<file path="src/rtl/tc_clk_gate_ctrl_pkg.sv">
// Shared types and helpers for the clock-gate controller.
package tc_clk_gate_ctrl_pkg;

  typedef enum logic [1:0] {
    RUN   = 2'd0,
    GATED = 2'd1,
    WAKE  = 2'd2
  } gate_state_e;

  // Width of a counter that must hold values up to max(idle, wake) without wrapping.
  function automatic int cnt_width(input int idle, input int wake);
    int m;
    m = (idle > wake) ? idle : wake;
    return (m < 1) ? 1 : $clog2(m + 1);
  endfunction

endpackage

</file>
<file path="src/rtl/tc_clk_gate_stat_cnt.sv">
// Saturating event counter with synchronous clear; clear has priority over increment.
module tc_clk_gate_stat_cnt #(
  parameter int Width = 32
) (
  input  logic             clk_i,
  input  logic             rst_ni,
  input  logic             clr_i,
  input  logic             inc_i,
  output logic [Width-1:0] cnt_o
);

  logic [Width-1:0] r_cnt;

  always_ff @(posedge clk_i or negedge rst_ni) begin
    if (!rst_ni) begin
      r_cnt <= '0;
    end else if (clr_i) begin
      r_cnt <= '0;
    end else if (inc_i && (r_cnt != '1)) begin
      r_cnt <= r_cnt + 1'b1;
    end else begin
      r_cnt <= r_cnt;
    end
  end

  assign cnt_o = r_cnt;

endmodule

</file>
<file path="src/rtl/tc_clk_gate_ctrl.sv">
// Idle-driven enable generator for a clock gating cell with req/gnt wake handshake
// and gated-cycle telemetry. Runs on the ungated source clock.
module tc_clk_gate_ctrl
  import tc_clk_gate_ctrl_pkg::*;
#(
  parameter int IdleCycles = 16,
  parameter int WakeCycles = 2,
  parameter int StatWidth  = 32
) (
  input  logic                 clk_i,
  input  logic                 rst_ni,
  input  logic                 enable_i,
  input  logic                 force_on_i,
  input  logic                 busy_i,
  input  logic                 req_i,
  output logic                 gnt_o,
  output logic                 clk_en_o,
  output logic                 gated_o,
  input  logic                 stat_clr_i,
  output logic [StatWidth-1:0] gated_cycles_o
);

  localparam int CntW = cnt_width(IdleCycles, WakeCycles);
  localparam logic [CntW-1:0] IdleLast = CntW'(IdleCycles - 1);
  localparam logic [CntW-1:0] WakeLast = CntW'((WakeCycles > 0) ? (WakeCycles - 1) : 0);

  if (IdleCycles < 1) begin : g_bad_idle
    $error("tc_clk_gate_ctrl: IdleCycles must be >= 1");
  end
  if (WakeCycles < 0) begin : g_bad_wake
    $error("tc_clk_gate_ctrl: WakeCycles must be >= 0");
  end

  gate_state_e     r_state;
  gate_state_e     w_state_nxt;
  logic [CntW-1:0] r_cnt;
  logic [CntW-1:0] w_cnt_nxt;
  logic            w_idle;
  logic            r_clk_en;
  logic            r_gnt;
  logic            r_gated;

  always_comb begin
    w_idle      = enable_i & ~force_on_i & ~busy_i & ~req_i;
    w_state_nxt = r_state;
    w_cnt_nxt   = r_cnt;
    case (r_state)
      RUN: begin
        if (!w_idle) begin
          w_cnt_nxt = '0;
        end else if (r_cnt == IdleLast) begin
          w_state_nxt = GATED;
          w_cnt_nxt   = '0;
        end else begin
          w_cnt_nxt = r_cnt + 1'b1;
        end
      end
      GATED: begin
        if (!w_idle) begin
          w_state_nxt = (WakeCycles == 0) ? RUN : WAKE;
          w_cnt_nxt   = '0;
        end else begin
          w_cnt_nxt = '0;
        end
      end
      WAKE: begin
        // No abort path: a started wake always completes so gnt_o timing stays fixed.
        if (r_cnt == WakeLast) begin
          w_state_nxt = RUN;
          w_cnt_nxt   = '0;
        end else begin
          w_cnt_nxt = r_cnt + 1'b1;
        end
      end
      default: begin
        w_state_nxt = RUN;
        w_cnt_nxt   = '0;
      end
    endcase
  end

  // Outputs are decoded from the next state so they settle with the state register.
  always_ff @(posedge clk_i or negedge rst_ni) begin
    if (!rst_ni) begin
      r_state  <= RUN;
      r_cnt    <= '0;
      r_clk_en <= 1'b1;
      r_gnt    <= 1'b1;
      r_gated  <= 1'b0;
    end else begin
      r_state  <= w_state_nxt;
      r_cnt    <= w_cnt_nxt;
      r_clk_en <= (w_state_nxt != GATED);
      r_gnt    <= (w_state_nxt == RUN);
      r_gated  <= (w_state_nxt == GATED);
    end
  end

  assign clk_en_o = r_clk_en;
  assign gnt_o    = r_gnt;
  assign gated_o  = r_gated;

  tc_clk_gate_stat_cnt #(
    .Width (StatWidth)
  ) u_stat_cnt (
    .clk_i  (clk_i),
    .rst_ni (rst_ni),
    .clr_i  (stat_clr_i),
    .inc_i  (r_state == GATED),
    .cnt_o  (gated_cycles_o)
  );

endmodule
</file>
<file path="config.mk">
export PLATFORM = sky130hd
export DESIGN_NAME = tc_clk_gate_ctrl
export DESIGN_NICKNAME = d
export VERILOG_FILES = /design/src/rtl/tc_clk_gate_ctrl_pkg.sv /design/src/rtl/tc_clk_gate_stat_cnt.sv /design/src/rtl/tc_clk_gate_ctrl.sv
export SDC_FILE = /design/constraint.sdc
export NUM_CORES = 1
export LEC_CHECK = 0
export BUFFER_PORTS_ARGS = -buffer_cell sky130_fd_sc_hd__buf_2
export CAP_MARGIN = 20
export CORE_UTILIZATION = 35
export CTS_BUF_LIST = sky130_fd_sc_hd__clkbuf_8
export DETAILED_ROUTE_END_ITERATION = 8
export GPL_TIMING_DRIVEN = 0
export PLACE_DENSITY = 0.51
export SYNTH_ARGS = -nofsm -noshare
export SYNTH_HDL_FRONTEND = slang
export SYNTH_SLANG_ARGS = --single-unit
</file>
<file path="constraint.sdc">
create_clock -name clk_i -period 3.4 [get_ports clk_i]
set_input_delay 0.34 -clock clk_i [delete_from_list [all_inputs] [get_ports clk_i]]
set_output_delay 0.34 -clock clk_i [all_outputs]
set_load 0.005 [all_outputs]
</file>
==> impl_metrics.py <==
metrics = {
    "power_and_ir_drop": {
        "total_power_mw": 0.9151,
        "power_density_nw_per_um2": 342.1,
        "ir_worst_vdd_v": 0.0001760,
        "p_leak_nw": 1.154,
    },
    "timing": {
        "maxSlewViolCount": 0,
        "slew-limit-headroom": 0.5474,
        "clock.fmax_ghz": 0.4578,
        "rsz0062_at_grt": "no",
        "fin_ws_ps": 1216,
        "setup_violations": 0,
        "final.period_utilization": 0.6425,
        "finalSetupTns_ps": 0,
        "worstMarginPinSlew_ps": 668.4,
        "hold_violations": 0,
        "min_period_ps": 2184,
        "finClkSkew_ps": 6.796,
    },
    "logic_synthesis": {
        "yosys_warnings": 0,
        "syn-num-nets": 248,
        "synth-seq-cells": 42,
        "ys_types": 40,
        "ys_seq_area_frac": 0.4712,
        "synth_area_um2": 2236,
        "syn_inst": 236,
        "postSynthAreaPerCell_um2": 9.474,
    },
    "floorplan": {
        "num_rows": 28,
        "die_w_um": 81.93,
        "start_util": 0.3711,
        "core_um2": 6026,
        "die_h_um": 81.93,
        "pin_count": 42,
        "die_area_um2": 6712,
    },
    "setup_path": {
        "crit_chain": "ha_1 > nand4_1 > nor4_1 > and3_1 > buf_6 > buf_2 > o21ai_0 > a21oi_1",
        "critPathTopFamily": "simple AND/OR/NAND/NOR gates",
        "end_kind": "flop",
        "cp_num_buf_inv": 2,
        "crit_fanout": 10,
        "crit_type": "flop to flop",
        "start_kind": "flop",
        "crit_path_top_delay_cell": "dfrtp_1",
        "arrival_ps": 2410,
        "critPathRequiredTime_ps": 3620,
        "cpPeakStageDelay_ps": 430,
    },
    "layout": {
        "final_cell_mix": "42 x buf_2, 40 x dfrtp_1, 25 x a21oi_1",
        "final_util": 0.4439,
        "final_cells": 362,
        "layout_commonest_cell": "buf_2",
        "drive_above_1_share": 0.2091,
        "areaGrowthSynthToFinish_pct": 19.64,
        "final_nets": 298,
        "antennaDiodeCount": 0,
    },
    "worst_hold_path": {
        "hold_path.class": "input port to flop",
    },
    "clocking": {
        "postCtsSetupBuffers": 0,
        "clock_latency_ps": 300,
        "clockBufferDepth": 2,
        "root_buffer": "clkbuf_8",
        "numCtsBuffers": 5,
        "clk_pin_slew_ps": 90,
        "cts_tree": "done",
        "htree_levels": 2,
        "cts.sinks": 42,
    },
    "placed_design": {
        "dpl.hpwl_mm": 3.778,
        "gp_congestion": 0.7839,
        "port_buffers": 41,
        "pre_cts_slack_ps": 1227,
        "dpl.cell_count": 352,
    },
    "global_route": {
        "gr-total-overflow": 0,
        "gr-usage-all-layers": 0.1723,
        "grt_pass1_vias": 1785,
        "grt_pass1_wl_mm": 8.666,
        "grt_max_degree": 43,
        "antenna_found_initial": 0,
    },
    "drt": {
        "drt-wirelength-per-cell_um": 14.91,
        "drt_pass1_iterations": 4,
        "finalWirelength_mm": 5.396,
        "via_per_inst": 5.517,
        "drt-initial-drc-count": 118,
        "vias": 1997,
        "ant_nets": 0,
        "drc": 0,
    },
    "status": {
        "status": "finished clean",
    },
    "run": {
        "cap_violations": 0,
    },
}
-- timing repair --
item,4_1_cts,5_1_grt
hold endpoints to repair,0,2
gates resized for setup,0,0
hold buffers,0,1
-- power breakdown --
| group | internal [mW] | total (mW) | switching (mW) |
|---|---|---|---|
| clock network | 0.205 | 0.384 | 0.178 |
| registers | 0.501 | 0.502 | 0.00128 |
| logic | 0.00931 | 0.0295 | 0.0202 |
-- cell families after synthesis --
group	Yosys count	synth area share
simple gates	102	0.2597
compound gates	62	0.1684
flops	42	0.4712
buf+inv	17	0.04085
xor+xnor	7	0.02742
fa+ha+maj	5	0.02798
mux	1	0.004477
-- flip-flops by register name, summed over array words and instances (netlist names) --
signal	count
r_cnt	5
r_state	2
gated_o	1
gnt_o	1
clk_en_o	1
u_stat_cnt.cnt_o	32
-- metal layers --
metal	GRT usage	routed length, um	part of all wire
met5	0	0	0
met4	0.06842	103	0.019
met3	0.03778	252	0.047
met2	0.2587	2343	0.43
met1	0.2388	2697	0.50
-- cells in the mapped netlist, drive strengths merged --
library cell	n	area [um^2]
dfrtp	40	1001
a21oi	25	125.1
o21ai	19	95.09
or3	18	112.6
nand2	16	60.06
nor2	15	56.30
nand3	10	50.05
nand4	10	62.56
o31ai	8	60.06
inv	7	26.28
or4	7	52.55
and3	5	31.28
buf	5	46.29
clkbuf	5	18.77
ha	5	62.56
nor4	4	25.02
xor2	4	35.03
and4	3	26.28
nand2b	3	18.77
nand3b	3	22.52
nor2b	3	18.77
xnor2	3	26.28
dfstp	2	52.55
o2111ai	2	23.77
o311ai	2	17.52
a211oi	1	7.510
a21boi	1	7.510
a311oi	1	8.760
and4b	1	10.01
mux2i	1	10.01
nand4b	1	8.760
nor4b	1	8.760
o211ai	1	12.51
o21ba	1	10.01
o31a	1	8.760
or2	1	6.260
or4b	1	10.01
-- through the flow --
step	instance area [um^2]	hold slack, ps
final	2675	363.4
after global routing	2675	368.0
after CTS	2645	233.9
after detailed placement	2535	496.5
after global placement	2535	485.1
after floorplan	2236	44.41
-- area by class of cell --
type / instances / area, um^2
Inverter: 7 / 26.28
Buffer: 10 / 65.06
Sequential cell: 42 / 1054
Fill cell: 617 / 3351
Multi-Input combinational cell: 177 / 1091
Timing Repair Buffer: 43 / 235.2
Clock buffer: 8 / 110.1
Tap cell: 75 / 93.84
-- worst reg2reg max path, stage by stage, from the launching register on --
cell and delay, ps:
dfrtp_1 430, ha_1 260, nand4_1 130, nor4_1 390
and3_1 290, buf_6 150, buf_2 220, o21ai_0 120
a21oi_1 130
-- final timing paths --
| check | startpoint | end | slack (ps) | depth (start not counted) |
|---|---|---|---|---|
| min in group asynchronous | rst_ni | u_stat_cnt.cnt_o[11] | 370 | 2 |
| min reg2reg | r_cnt[0] | r_cnt[0] | 500 | 1 |
| max | u_stat_cnt.cnt_o[0] | u_stat_cnt.cnt_o[5] | 1220 | 8 |
| max in group asynchronous | rst_ni | gnt_o | 2550 | 3 |
| max reg2reg | u_stat_cnt.cnt_o[0] | u_stat_cnt.cnt_o[5] | 1220 | 8 |
| min | stat_clr_i | u_stat_cnt.cnt_o[9] | 360 | 2 |
No activity file was read; power rests on OpenSTA's default activity.
